===== config.mk =====
export PLATFORM = sky130hd
export DESIGN_NAME = sdram_arbiter_flat
export DESIGN_NICKNAME = d
export VERILOG_FILES = /design/src/rtl/sdram_arbiter_if.sv /design/src/rtl/sdram_arbiter.sv /design/src/flat_wrapper.sv
export SDC_FILE = /design/constraint.sdc
export NUM_CORES = 1
export LEC_CHECK = 0
export ABC_CLOCK_PERIOD_IN_PS = 3070
export CAP_MARGIN = 0
export CORE_AREA = 4 4 173 175
export DETAILED_ROUTE_END_ITERATION = 6
export DIE_AREA = 0 0 177 179
export DONT_BUFFER_PORTS = 1
export HOLD_SLACK_MARGIN = 0.05
export PLACE_DENSITY = 0.33
export SETUP_SLACK_MARGIN = 0.15
export SLEW_MARGIN = 20
export SYNTH_ARGS = -nofsm -noshare
export SYNTH_HDL_FRONTEND = slang
export SYNTH_SLANG_ARGS = --single-unit

===== constraint.sdc =====
create_clock -name clock -period 3.07 [get_ports clock]
set_input_delay 0.1535 -clock clock [delete_from_list [all_inputs] [get_ports clock]]
set_output_delay 0.1535 -clock clock [all_outputs]
set_load 0.01 [all_outputs]

===== src/rtl/sdram_arbiter_if.sv =====
// sdram_arbiter_if: the two client ports and the SDRAM-controller port.
// The "slave" modport is the arbiter's view of the bundle. The "master"
// modport is the surrounding system's view: the frame-buffer reader,
// the rasterizer/CPU client and the SDRAM controller.
interface sdram_arbiter_if;
    // Port 0: display frame-buffer reader (read-only)
    logic [28:0] m0_address;
    logic        m0_read;
    logic        m0_urgent;
    logic        m0_waitrequest;
    logic [63:0] m0_readdata;
    logic        m0_readdatavalid;
    // Port 1: rasterizer/CPU client (read/write)
    logic [28:0] m1_address;
    logic        m1_read;
    logic        m1_write;
    logic [63:0] m1_writedata;
    logic [7:0]  m1_byteenable;
    logic        m1_waitrequest;
    logic [63:0] m1_readdata;
    logic        m1_readdatavalid;
    // Memory side: SDRAM controller
    logic [28:0] s_address;
    logic [7:0]  s_burstcount;
    logic        s_read;
    logic        s_write;
    logic [63:0] s_writedata;
    logic [7:0]  s_byteenable;
    logic        s_waitrequest;
    logic [63:0] s_readdata;
    logic        s_readdatavalid;

    modport slave (
        input  m0_address, m0_read, m0_urgent,
        output m0_waitrequest, m0_readdata, m0_readdatavalid,
        input  m1_address, m1_read, m1_write, m1_writedata, m1_byteenable,
        output m1_waitrequest, m1_readdata, m1_readdatavalid,
        output s_address, s_burstcount, s_read, s_write, s_writedata, s_byteenable,
        input  s_waitrequest, s_readdata, s_readdatavalid
    );

    modport master (
        output m0_address, m0_read, m0_urgent,
        input  m0_waitrequest, m0_readdata, m0_readdatavalid,
        output m1_address, m1_read, m1_write, m1_writedata, m1_byteenable,
        input  m1_waitrequest, m1_readdata, m1_readdatavalid,
        input  s_address, s_burstcount, s_read, s_write, s_writedata, s_byteenable,
        output s_waitrequest, s_readdata, s_readdatavalid
    );
endinterface


===== src/rtl/sdram_arbiter.sv =====
// sdram_arbiter: shares one 64-bit Avalon-MM SDRAM port between the display
// reader (port 0) and the rasterizer/CPU client (port 1). Commands pass
// through a registered grant; in-order read responses are steered back to
// the issuing port by a 1-bit tag FIFO. Port 0 wins outright while urgent.
module sdram_arbiter #(
    parameter int MAX_OUTSTANDING  = 32,
    parameter int OUTSTANDING_LOG2 = 5
) (
    input  logic           clock,
    input  logic           reset,
    sdram_arbiter_if.slave bus,
    output logic           error
);
    typedef enum logic {PORT0 = 1'b0, PORT1 = 1'b1} port_t;

    localparam logic [OUTSTANDING_LOG2:0]   FULL_COUNT = (OUTSTANDING_LOG2 + 1)'(MAX_OUTSTANDING);
    localparam logic [OUTSTANDING_LOG2:0]   CNT_ONE    = (OUTSTANDING_LOG2 + 1)'(1);
    localparam logic [OUTSTANDING_LOG2-1:0] LAST_PTR   = OUTSTANDING_LOG2'(MAX_OUTSTANDING - 1);
    localparam logic [OUTSTANDING_LOG2-1:0] PTR_ONE    = OUTSTANDING_LOG2'(1);

    port_t                     grant_r;
    port_t                     last_r;
    port_t                     grant_next_s;
    port_t                     last_next_s;
    logic [OUTSTANDING_LOG2:0] count_r;
    logic [OUTSTANDING_LOG2-1:0] wr_ptr_r;
    logic [OUTSTANDING_LOG2-1:0] rd_ptr_r;
    logic                      tag_mem_r [MAX_OUTSTANDING];
    logic                      error_r;

    logic full_s, empty_s, head_s;
    logic req_read_s, req_write_s, req_any_s;
    logic s_read_s, s_write_s, accept_s;
    logic push_s, pop_s, stray_s;
    logic pend0_s, pend1_s, locked_s;

    // Pointers wrap at the FIFO depth even when it is not a power of two
    function automatic logic [OUTSTANDING_LOG2-1:0] next_ptr(input logic [OUTSTANDING_LOG2-1:0] ptr);
        if (ptr == LAST_PTR) begin
            return {OUTSTANDING_LOG2{1'b0}};
        end else begin
            return ptr + PTR_ONE;
        end
    endfunction

    assign full_s  = (count_r == FULL_COUNT);
    assign empty_s = (count_r == {(OUTSTANDING_LOG2 + 1){1'b0}});
    assign head_s  = tag_mem_r[rd_ptr_r];

    // Command mux: route the granted master onto the memory side
    always_comb begin
        case (grant_r)
            PORT0: begin
                req_read_s         = bus.m0_read;
                req_write_s        = 1'b0;
                bus.s_address      = bus.m0_address;
                bus.s_writedata    = 64'h0;
                bus.s_byteenable   = 8'hFF;
            end
            PORT1: begin
                req_read_s         = bus.m1_read;
                req_write_s        = bus.m1_write;
                bus.s_address      = bus.m1_address;
                bus.s_writedata    = bus.m1_writedata;
                bus.s_byteenable   = bus.m1_byteenable;
            end
            default: begin
                req_read_s         = 1'b0;
                req_write_s        = 1'b0;
                bus.s_address      = 29'h0;
                bus.s_writedata    = 64'h0;
                bus.s_byteenable   = 8'hFF;
            end
        endcase
    end

    // Command gating, stalls and response steering (all forced quiet in reset)
    always_comb begin
        req_any_s            = req_read_s || req_write_s;
        s_read_s             = !reset && req_read_s && !full_s;
        s_write_s            = !reset && req_write_s;
        accept_s             = (s_read_s || s_write_s) && !bus.s_waitrequest;
        push_s               = accept_s && s_read_s;
        pop_s                = bus.s_readdatavalid && !empty_s;
        stray_s              = bus.s_readdatavalid && empty_s;
        bus.s_read           = s_read_s;
        bus.s_write          = s_write_s;
        bus.s_burstcount     = 8'h01;
        bus.m0_waitrequest   = reset || (grant_r != PORT0) || bus.s_waitrequest
                               || (bus.m0_read && full_s);
        bus.m1_waitrequest   = reset || (grant_r != PORT1) || bus.s_waitrequest
                               || (bus.m1_read && full_s);
        bus.m0_readdata      = bus.s_readdata;
        bus.m1_readdata      = bus.s_readdata;
        bus.m0_readdatavalid = !reset && pop_s && (head_s == 1'b0);
        bus.m1_readdatavalid = !reset && pop_s && (head_s == 1'b1);
    end

    // Next-grant decision; a stalled command keeps its grant (and so its address/data)
    always_comb begin
        if (accept_s) begin
            last_next_s = grant_r;
        end else begin
            last_next_s = last_r;
        end
        pend0_s  = bus.m0_read;
        pend1_s  = (bus.m1_read || bus.m1_write) && !(accept_s && (grant_r == PORT1));
        locked_s = req_any_s && !accept_s;
        if (locked_s) begin
            grant_next_s = grant_r;
        end else if (pend0_s && pend1_s) begin
            if (bus.m0_urgent) begin
                grant_next_s = PORT0;
            end else if (last_next_s == PORT0) begin
                grant_next_s = PORT1;
            end else begin
                grant_next_s = PORT0;
            end
        end else if (pend0_s) begin
            grant_next_s = PORT0;
        end else if (pend1_s) begin
            grant_next_s = PORT1;
        end else begin
            grant_next_s = grant_r;
        end
    end

    // Grant, round-robin history, tag pointers, occupancy and sticky error
    always_ff @(posedge clock or posedge reset) begin
        if (reset) begin
            grant_r  <= PORT0;
            last_r   <= PORT1;
            count_r  <= {(OUTSTANDING_LOG2 + 1){1'b0}};
            wr_ptr_r <= {OUTSTANDING_LOG2{1'b0}};
            rd_ptr_r <= {OUTSTANDING_LOG2{1'b0}};
            error_r  <= 1'b0;
        end else begin
            grant_r <= grant_next_s;
            last_r  <= last_next_s;
            if (push_s) begin
                wr_ptr_r <= next_ptr(wr_ptr_r);
            end
            if (pop_s) begin
                rd_ptr_r <= next_ptr(rd_ptr_r);
            end
            case ({push_s, pop_s})
                2'b10:   count_r <= count_r + CNT_ONE;
                2'b01:   count_r <= count_r - CNT_ONE;
                default: count_r <= count_r;
            endcase
            if (stray_s) begin
                error_r <= 1'b1;
            end
        end
    end

    // Tag storage: which port issued each outstanding read
    always_ff @(posedge clock) begin
        if (push_s) begin
            tag_mem_r[wr_ptr_r] <= (grant_r == PORT1);
        end
    end

    assign error = error_r;
endmodule


===== src/flat_wrapper.sv =====
// flat-port wrapper written by rule: the top's interface ports become plain ports
module sdram_arbiter_flat 
#(
    parameter int MAX_OUTSTANDING  = 32,
    parameter int OUTSTANDING_LOG2 = 5
)
  (clock, reset, error, bus_m0_address, bus_m0_read, bus_m0_urgent, bus_m0_waitrequest, bus_m0_readdata, bus_m0_readdatavalid, bus_m1_address, bus_m1_read, bus_m1_write, bus_m1_writedata, bus_m1_byteenable, bus_m1_waitrequest, bus_m1_readdata, bus_m1_readdatavalid, bus_s_address, bus_s_burstcount, bus_s_read, bus_s_write, bus_s_writedata, bus_s_byteenable, bus_s_waitrequest, bus_s_readdata, bus_s_readdatavalid);
  sdram_arbiter_if bus_i ();
  input  logic clock;
  input  logic reset;
  output logic error;
  input wire logic [$bits(bus_i.m0_address)-1:0] bus_m0_address;
  input wire logic [$bits(bus_i.m0_read)-1:0] bus_m0_read;
  input wire logic [$bits(bus_i.m0_urgent)-1:0] bus_m0_urgent;
  output wire logic [$bits(bus_i.m0_waitrequest)-1:0] bus_m0_waitrequest;
  output wire logic [$bits(bus_i.m0_readdata)-1:0] bus_m0_readdata;
  output wire logic [$bits(bus_i.m0_readdatavalid)-1:0] bus_m0_readdatavalid;
  input wire logic [$bits(bus_i.m1_address)-1:0] bus_m1_address;
  input wire logic [$bits(bus_i.m1_read)-1:0] bus_m1_read;
  input wire logic [$bits(bus_i.m1_write)-1:0] bus_m1_write;
  input wire logic [$bits(bus_i.m1_writedata)-1:0] bus_m1_writedata;
  input wire logic [$bits(bus_i.m1_byteenable)-1:0] bus_m1_byteenable;
  output wire logic [$bits(bus_i.m1_waitrequest)-1:0] bus_m1_waitrequest;
  output wire logic [$bits(bus_i.m1_readdata)-1:0] bus_m1_readdata;
  output wire logic [$bits(bus_i.m1_readdatavalid)-1:0] bus_m1_readdatavalid;
  output wire logic [$bits(bus_i.s_address)-1:0] bus_s_address;
  output wire logic [$bits(bus_i.s_burstcount)-1:0] bus_s_burstcount;
  output wire logic [$bits(bus_i.s_read)-1:0] bus_s_read;
  output wire logic [$bits(bus_i.s_write)-1:0] bus_s_write;
  output wire logic [$bits(bus_i.s_writedata)-1:0] bus_s_writedata;
  output wire logic [$bits(bus_i.s_byteenable)-1:0] bus_s_byteenable;
  input wire logic [$bits(bus_i.s_waitrequest)-1:0] bus_s_waitrequest;
  input wire logic [$bits(bus_i.s_readdata)-1:0] bus_s_readdata;
  input wire logic [$bits(bus_i.s_readdatavalid)-1:0] bus_s_readdatavalid;
  assign bus_i.m0_address = bus_m0_address;
  assign bus_i.m0_read = bus_m0_read;
  assign bus_i.m0_urgent = bus_m0_urgent;
  assign bus_m0_waitrequest = bus_i.m0_waitrequest;
  assign bus_m0_readdata = bus_i.m0_readdata;
  assign bus_m0_readdatavalid = bus_i.m0_readdatavalid;
  assign bus_i.m1_address = bus_m1_address;
  assign bus_i.m1_read = bus_m1_read;
  assign bus_i.m1_write = bus_m1_write;
  assign bus_i.m1_writedata = bus_m1_writedata;
  assign bus_i.m1_byteenable = bus_m1_byteenable;
  assign bus_m1_waitrequest = bus_i.m1_waitrequest;
  assign bus_m1_readdata = bus_i.m1_readdata;
  assign bus_m1_readdatavalid = bus_i.m1_readdatavalid;
  assign bus_s_address = bus_i.s_address;
  assign bus_s_burstcount = bus_i.s_burstcount;
  assign bus_s_read = bus_i.s_read;
  assign bus_s_write = bus_i.s_write;
  assign bus_s_writedata = bus_i.s_writedata;
  assign bus_s_byteenable = bus_i.s_byteenable;
  assign bus_i.s_waitrequest = bus_s_waitrequest;
  assign bus_i.s_readdata = bus_s_readdata;
  assign bus_i.s_readdatavalid = bus_s_readdatavalid;
  sdram_arbiter #(.MAX_OUTSTANDING(MAX_OUTSTANDING), .OUTSTANDING_LOG2(OUTSTANDING_LOG2)) u_core (.clock(clock), .reset(reset), .bus(bus_i), .error(error));
endmodule

# --- Yosys cells after proc, flatten, opt, wreduce, memory -nomap -nowiden ---
# Memories as Yosys holds them, arrays and structs flattened.
# Index checks and enable logic that the tools add are counted.
word_totals:
  register_bits: 19
  n_memories: 1
  ramBits: 32
  word_cells: 70
  input_bits: 202
  out_inout_bits: 244
op_classes:
  eq_ne: 5
  n_bitwise: 3
  n_addsub: 4
  reduce_logical: 35
  muxes: 16
mem_list:
  columns: ["memory", "words", "word_bits", "rd", "rd_ports_with_merged_regs", "write_ports", "line_no", "source"]
  rows:
  - ["u_core.tag_mem_r", 32, 1, 1, 0, 1, "sdram_arbiter.sv:28", "logic tag_mem_r [MAX_OUTSTANDING];"]
op_table:
  columns: ["operator", "n"]
  rows:
  - ["$pmux 64 s2", 1]
  - ["$pmux 29 s2", 1]
  - ["$logic_and 1x1->1", 16]
  - ["$pmux 8 s2", 1]
  - ["$pmux 6 s2", 1]
  - ["$add 5x1->5 const B", 2]
  - ["$eq 5x5->1 const B", 2]
  - ["$mux 5", 2]
  - ["$logic_or 1x1->1", 9]
  - ["$mux 1", 8]
  - ["$add 6x1->6 const B", 1]
  - ["$eq 6x6->1 const B", 1]
  - ["$logic_not 1->1", 6]
  - ["$logic_not 6->1", 1]
  - ["$sub 6x1->6 const B", 1]
  - ["$pmux 1 s2", 2]
  - ["$not 1->1", 3]
  - ["$reduce_bool 3->1", 1]
  - ["$eq 2x1->1 const B", 1]
  - ["$eq 2x2->1 const B", 1]
  - ["$reduce_and 2->1", 1]
  - ["$reduce_bool 2->1", 1]

# --- Logic depth before layout (Yosys ltp) ---
# Gate-level depths: netlist of run 1.
depth:
  ltp_word: 12
  ltp_mapped: 14
  ltp_nobuf: 11

# --- Worst setup path after synthesis of run 1 ---
# No wires, ideal clock.
synth_timing:
  path_kind: "register -> register"
  start: "reg u_core.grant_r"
  end: "reg u_core.count_r[2]"
  required_ps: 2991
  stages_incl_launch_ff: 13
  arrival_time_ps: 2856
  setup_ps: 79
  path_buffers: 2
  path_slack_ps: 135
  synth_period_minus_slack_ps: 2935
  cell_sequence: "dfrtp_1 buf_2 mux2_2 nand2_1 nor2_4 inv_2 ha_1 clkbuf_1 xor2_1 ha_1 o21a_1 nor3_1 xor2_1"
synth_between:
  elab_chain_len: 9
synth_lines:
  columns: ["element", "line_no", "source"]
  rows:
  - ["from (decl)", "sdram_arbiter.sv:21", "port_t grant_r;"]
  - ["from (signal assigned)", "sdram_arbiter.sv:138", "grant_r <= grant_next_s;"]
  - ["$not 1->1", "sdram_arbiter.sv:52", "case (grant_r)"]
  - ["$pmux 1 s2", "sdram_arbiter.sv:52", null]
  - ["$logic_and 1x1->1 (2 in series)", "sdram_arbiter.sv:80", "s_read_s = !reset && req_read_s && !full_s;"]
  - ["$logic_or 1x1->1", "sdram_arbiter.sv:82", "accept_s = (s_read_s || s_write_s) && !bus.s_waitrequest;"]
  - ["$logic_and 1x1->1", "sdram_arbiter.sv:82", null]
  - ["$logic_and 1x1->1 (*)", "sdram_arbiter.sv:83", "push_s = accept_s && s_read_s;"]
  - ["$eq 2x1->1 / $eq 2x2->1 (equally long branches)", "sdram_arbiter.sv:146", "case ({push_s, pop_s})"]
  - ["$pmux 6 s2 / $reduce_bool 2->1 (equally long branches)", null, null]
  - ["to (signal assigned)", "sdram_arbiter.sv:147", "2'b10: count_r <= count_r + CNT_ONE;"]
  - ["to (signal assigned)", "sdram_arbiter.sv:148", "2'b01: count_r <= count_r - CNT_ONE;"]
  - ["to (signal assigned)", "sdram_arbiter.sv:149", "default: count_r <= count_r;"]
  - ["to (decl)", "sdram_arbiter.sv:25", "logic [OUTSTANDING_LOG2:0] count_r;"]
# Mark *: on every way between the ends. The rest lies on a longest branch, timed or not.
# A chain may end at the register's enable or synchronous reset.

# --- Final worst setup path of run 1 ---
layout_timing:
  start: "reg u_core.count_r[2]"
  end: "reg u_core.count_r[2]"
layout_between:
  elab_chain_len: 8
layout_lines:
  columns: ["element", "line_no", "source"]
  rows:
  - ["from (signal assigned)", "sdram_arbiter.sv:133", "count_r <= {(OUTSTANDING_LOG2 + 1){1'b0}};"]
  - ["from (signal assigned)", "sdram_arbiter.sv:147", null]
  - ["from (signal assigned)", "sdram_arbiter.sv:148", null]
  - ["$eq 6x6->1", "sdram_arbiter.sv:46", "assign full_s = (count_r == FULL_COUNT);"]
  - ["$logic_not 1->1", "sdram_arbiter.sv:80", null]
  - ["$logic_and 1x1->1", "sdram_arbiter.sv:80", null]
  - ["$logic_or 1x1->1", "sdram_arbiter.sv:82", null]
  - ["$logic_and 1x1->1", "sdram_arbiter.sv:82", null]
  - ["$logic_and 1x1->1", "sdram_arbiter.sv:83", null]
  - ["$eq 2x1->1 / $eq 2x2->1 (equally long branches)", "sdram_arbiter.sv:146", null]
  - ["$pmux 6 s2 / $reduce_bool 2->1 (equally long branches)", null, null]
# Parallel ways exist; a longest one is shown, timed or not.

==> reports/metrics.cfg, run 1 <==
[die]
ioPinCount=446
die_y_um=179
dieArea_um2=31700
die_w_um=177
start_util_pct=16.3
core_area_um2=28500
std_cell_rows=62

[final_layout]
fillers=3233
stdcell_area_um2=4200
syn2layout_area_growth_pct=-9.31
nNetsFinal=569
ff_latch_area_um2=1420
multi_input_area_um2=2060
layout-drive-gt1-share_pct=17.8

[clock_tree]
root_buffer=clkbuf_16
path_clk_slew_ps=70
htreeDepth=2
clk_latency_ps=290
cts_tree=yes
clock_sinks=50
postCtsSetupBuffers=0
cts_max_path_buffers=2
numCtsBuffers=5

[timing]
hold_ws_ps=119
fmax_mhz=364
rsz0062_at_grt=true
period_needed_ps=2750
hold_violations=0
final_max_slew_viol_count=0
slew_headroom_pct=43.2
fin_setup_tns_ps=0
fin_skew_ps=4.42
min_period_over_period_pct=89.6
max_slew.worst_pin.slew_ps=852
finalSetupViolCount=0

[synth]
ys_async_sr_fraction_pct=36.0
synth_area_leaders=buf_4 22%, edfxtp_1 21%, dfrtp_1 9.7%
synth.distinct_cells=56
synth_top_area_share_pct=22.0
syn_area_per_cell_um2=9.27
ys_seq_elements=50
synth_warnings=0
synth_edf_count=32
yosysTopAreaCell=buf_4
ys_top_cells_by_count=136 x buf_4, 64 x and2_1, 40 x nor2_1
ys_dominant_reg_cell=edfxtp_1
synth.most_common_cell=buf_4
syn_area_um2=4630
syn_inst=500
seq_area_frac_synth_pct=30.5

[setup_path]
crit_required_ps=3290
cp_num_buf_inv=1
worstPathCellList=nor2_1 -> and3_2 -> nor2_4 -> inv_2 -> ha_1 -> xor2_1 -> ha_1 -> o21a_1 -> nor3_1 -> xor2_1
slowest_delay_ps=600
critical_path_arrival_ps=2970
start_kind=flip-flop
path_max_fanout=12
crit_type=flip-flop to flip-flop
cp_top_family=simple AND/OR/NAND/NOR gates
cp_slowest_cell=dfrtp_1
setup.worst_path.end_class=flip-flop

[global_route]
grt_start_max_net_pins=139
antenna_found_initial=12
grt_pass1_vias=2982
overflow=0
grt_pass1_wl_um=25900
grt_usage_pct=11.7

[detailed_routing]
vias_per_cell=3.95
drc_errors=0
vias=2937
wirelength_um=20100
ant_nets=0
drt-pass1-iter-count=4
drt_iter0_drc=192
routedWlPerCell_um=27.0

[place]
place_area_um2=4000
post-dp-hpwl_um=17100
port_buffers=0
place_congestion=0.881

[power_and_ir_drop]
ir_drop_uv=199
p_leak_uw=0.00143
p_per_area_nw_per_um2=674

[run]
drv_cap=0

[hold_path]
hold_path_class=primary input to flip-flop

[outcome]
status=complete, no violations

-- cells in the final DEF (no fill, tap or decap), types with 2 or more instances in the layout --
cell type,n
a211o_1,3
a21o_1,2
a21oi_1,6
a31o_2,2
and2_1,64
and3_1,4
buf_4,2
clkbuf_16,5
conb_1,8
dfrtp_1,16
dlygate4sd3_1,3
edfxtp_1,32
ha_1,9
inv_1,3
mux2_2,31
mux2i_1,6
mux4_2,7
nand2_1,26
nand2b_1,11
nand3_1,4
nand3b_1,5
nand4_1,2
nand4b_1,2
nor2_1,40
nor2b_1,4
nor3_1,8
nor4b_1,2
o21a_1,3
o21ai_0,13
o31ai_1,2
or2_2,2
or3_1,2
xor2_1,3
-- final timing paths --
path | slack [ps] | cells past startpoint | end | from
hold reg to reg | 590 | 2 | u_core.rd_ptr_r[4] | u_core.rd_ptr_r[4]
max in group asynchronous | 2300 | 3 | u_core.grant_r | reset
setup reg to reg | 320 | 10 | u_core.count_r[2] | u_core.count_r[2]
hold / removal | 120 | 3 | u_core.grant_r | bus_m1_write
min in group asynchronous | 250 | 2 | u_core.count_r[2] | reset
setup / recovery | 320 | 10 | u_core.count_r[2] | u_core.count_r[2]
-- cells by family after synthesis --
logic type,synth area share [%]
AOI/OAI and AO/OA,5.80
xor gates and xnor gates,0.756
adders and majority gates,2.43
buffers and inverters,25.6
DFF,30.5
muxes,12.8
other,0.162
and+or+nand+nor,21.9
-- per-layer routing --
metal	global-route usage [%]	vias to the layer above	routed length, um	share of wire (%)
li1	-	1250	-	-
met1	12.7	1409	7250	36
met2	21.6	219	10200	51
met3	3.50	55	1930	9.6
met4	3.97	4	675	3.4
met5	0	-	27	0.13
-- repair_timing --
item / CTS / global route
endpoints found under the setup margin: 0 / 3
hold buffers: 3 / 0
gates resized for setup: 0 / 2
hold endpoints to repair: 20 / 0
-- registers in the layout (all words and copies together) (netlist names) --
register and count:
u_core.grant_r 1, u_core.count_r 6, u_core.wr_ptr_r 5, u_core.rd_ptr_r 5
u_core.tag_mem_r 32, u_core.error 1
-- worst register-to-register path: stages, from the launching register on --
cell,delay [ps]
dfrtp_1,600
nor2_1,120
and3_2,290
nor2_4,220
inv_2,90
ha_1,320
xor2_1,210
ha_1,260
o21a_1,190
nor3_1,200
xor2_1,160
-- through the flow --
stage / cells / total power (uW) / setup slack (ps) / util (%)
floorplan: 506 / 2080 / 307 / -
CTS: 743 / 2870 / 243 / 14.7
global placement: 732 / 2210 / 352 / 14.0
finish: 744 / 2830 / 320 / 14.8
detailed placement: 732 / 2210 / 341 / 14.0
global route: 744 / 3010 / 146 / 14.8
-- power by group --
part / leakage [uW] / internal, uW / switching, uW
sequential: 0.000497 / 839 / 267
clock: 0.0000811 / 387 / 257
combinational: 0.000852 / 429 / 655
-- area by class of cell --
class,instances,area share (%)
multi-input combinational,290,49.0
sequential,50,33.7
tap,384,11.4
clock buffer,6,3.07
timing repair buffer,6,1.34
clock inverter,2,0.923
inverter,5,0.506
antenna,1,0.0595
Power figures use the tool's default switching activity.
==> run 2, diff against run 1 <==
Settings changed: CTS_BUF_LIST set to sky130_fd_sc_hd__clkbuf_8 sky130_fd_sc_hd__clkbuf_16, HOLD_SLACK_MARGIN 0.05 to 0.08.
==> reports/metrics.cfg, run 2 (synthesized netlist as in run 1, its figures left out) <==
[detailed_routing]
routedWlPerCell_um=27.0  ; about the same
wirelength_um=20100  ; about the same
vias_per_cell=3.95  ; about the same
vias=2936  ; -0.034%
drt_iter0_drc=192  ; unchanged
ant_nets=0  ; unchanged
drc_errors=0  ; unchanged
drt-pass1-iter-count=4  ; unchanged

[timing]
period_needed_ps=2750  ; unchanged
hold_ws_ps=119  ; +0.171 ps
worst_slack_ps=320  ; unchanged
final_max_slew_viol_count=0  ; unchanged
finalSetupViolCount=0  ; unchanged
hold_violations=0  ; unchanged
fmax_mhz=364  ; unchanged
fin_setup_tns_ps=0  ; unchanged
min_period_over_period_pct=89.6  ; unchanged
rsz0062_at_grt=true
fin_skew_ps=4.67  ; +0.248 ps
slew_headroom_pct=43.2  ; about the same
max_slew.worst_pin.slew_ps=853  ; +0.0275 ps

[power_and_ir_drop]
ir_drop_uv=198  ; -0.56%
p_int_uw=1650  ; -0.20%
p_per_area_nw_per_um2=674  ; -0.11%
comb_power_share_pct=38.3  ; about the same
pwr-share-seq_pct=39.1  ; about the same
p_switching_uw=1180  ; about the same
switching_share_pct=41.7  ; +0.054 points
p_leak_uw=0.00143  ; +0.29%
pwr-share-clk_pct=22.6  ; about the same

[clock_tree]
htreeDepth=2  ; unchanged
cts_tree=yes
numCtsBuffers=5  ; unchanged
path_clk_slew_ps=70  ; about the same
postCtsSetupBuffers=0  ; unchanged
cts_max_path_buffers=2  ; unchanged
clock_sinks=50  ; unchanged
clk_latency_ps=290  ; about the same
root_buffer=clkbuf_16

[place]
place_congestion=0.881  ; unchanged
port_buffers=0  ; unchanged
place_worst_setup_slack_ps=341  ; unchanged
place_area_um2=4000  ; unchanged
post-dp-hpwl_um=17100  ; unchanged
place_inst=732  ; unchanged

[die]
die_w_um=177  ; unchanged
core_area_um2=28500  ; unchanged
ioPinCount=446  ; unchanged
dieArea_um2=31700  ; unchanged
std_cell_rows=62  ; unchanged
die_y_um=179  ; unchanged
start_util_pct=16.3  ; unchanged

[hold_path]
whs_endpoint=u_core.grant_r
hold_path_class=primary input to flip-flop
whs_path_depth=3  ; unchanged
worstHoldStart=bus_m1_write

[setup_path]
crit_required_ps=3290  ; about the same
critical_path_arrival_ps=2970  ; about the same
crit_type=flip-flop to flip-flop
path_max_fanout=12  ; unchanged
start_kind=flip-flop
reg2reg_setup_slack_ps=320  ; about the same
setup.worst_path.end_class=flip-flop
r2r-start=u_core.count_r[2]
reg2reg_to=u_core.count_r[2]
rr_worst_depth=10  ; unchanged

[global_route]
grt_usage_pct=11.7  ; unchanged
antenna_found_initial=12  ; unchanged
overflow=0  ; unchanged
grt_start_max_net_pins=139  ; unchanged
grt_pass1_vias=2982  ; unchanged
grt_pass1_wl_um=25900  ; unchanged

[final_layout]
syn2layout_area_growth_pct=-9.31  ; unchanged
stdcell_count=744  ; unchanged
largest_register_ff_count=32  ; unchanged
stdcell_area_um2=4200  ; unchanged
reg.largest.list=u_core.tag_mem_r: 32 flops, u_core.count_r: 6 flops
regMostFlops=u_core.tag_mem_r
final_common_cell=and2_1
layout-drive-gt1-share_pct=17.8  ; unchanged
fillers=3233  ; unchanged
final_cell_mix=64 x and2_1, 40 x nor2_1, 32 x edfxtp_1
nNetsFinal=569  ; unchanged

[outcome]
status=complete, no violations

[run]
drv_cap=0  ; unchanged

[run 2: routing by layer]
metal	up-vias	track usage, %	part of all wire (%)
met3	54	3.50	9.6
met5	-	0	0.13
met1	1409	12.7	36
met2	219	21.6	51
met4	4	3.97	3.3
li1	1250	-	-
[run 2: critical path: stages, from the launching register on]
cell and delay, ps:
dfrtp_1 600, nor2_1 120, and3_2 290, nor2_4 220, inv_2 90, ha_1 320, xor2_1 210, ha_1 260
o21a_1 190, nor3_1 200, xor2_1 160
[run 2: how the worst max path moves through the flow]
stage	startpoint	end	cells past startpoint
after global placement	u_core.count_r[2]	u_core.count_r[2]	10
after global routing	u_core.count_r[2]	u_core.count_r[4]	11
after CTS	u_core.rd_ptr_r[0]	bus_m0_readdatavalid	5
after detailed placement	u_core.count_r[2]	u_core.count_r[2]	10
final	u_core.count_r[2]	u_core.count_r[2]	10
after floorplan	u_core.grant_r	u_core.count_r[2]	12
[run 2: timing repair]
item | in CTS | in global routing
hold buffers | 3 | 0
endpoints found under the setup margin | 0 | 3
gates resized for setup | 0 | 2
endpoints found under the hold margin | 20 | 0
[run 2: cell type report]
cell class,instances,area [um^2],share of cell area (%)
multi-input combinational,290,2060,49.0
sequential,50,1420,33.7
antenna,1,2.50,0.0595
tap,384,480,11.4
inverter,5,21.3,0.506
timing repair buffer,6,56.3,1.34
clock inverter,3,42.5,1.01
clock buffer,5,125,2.98
[run 2: power groups by stage]
stage | clock (uW) | combinational [uW] | sequential, uW
2_1_floorplan | 0 | 1130 | 953
3_3_place_gp | 0 | 1090 | 1120
3_5_place_dp | 0 | 1090 | 1120
4_1_cts | 662 | 1100 | 1110
5_1_grt | 685 | 1190 | 1130
6_report | 641 | 1080 | 1110
[run 2: through the flow]
stage / util [%] / power, uW
after global routing: 14.8 / 3000
after global placement: 14.0 / 2210
after CTS: 14.7 / 2870
after detailed placement: 14.0 / 2210
final: 14.8 / 2830
after floorplan: - / 2080
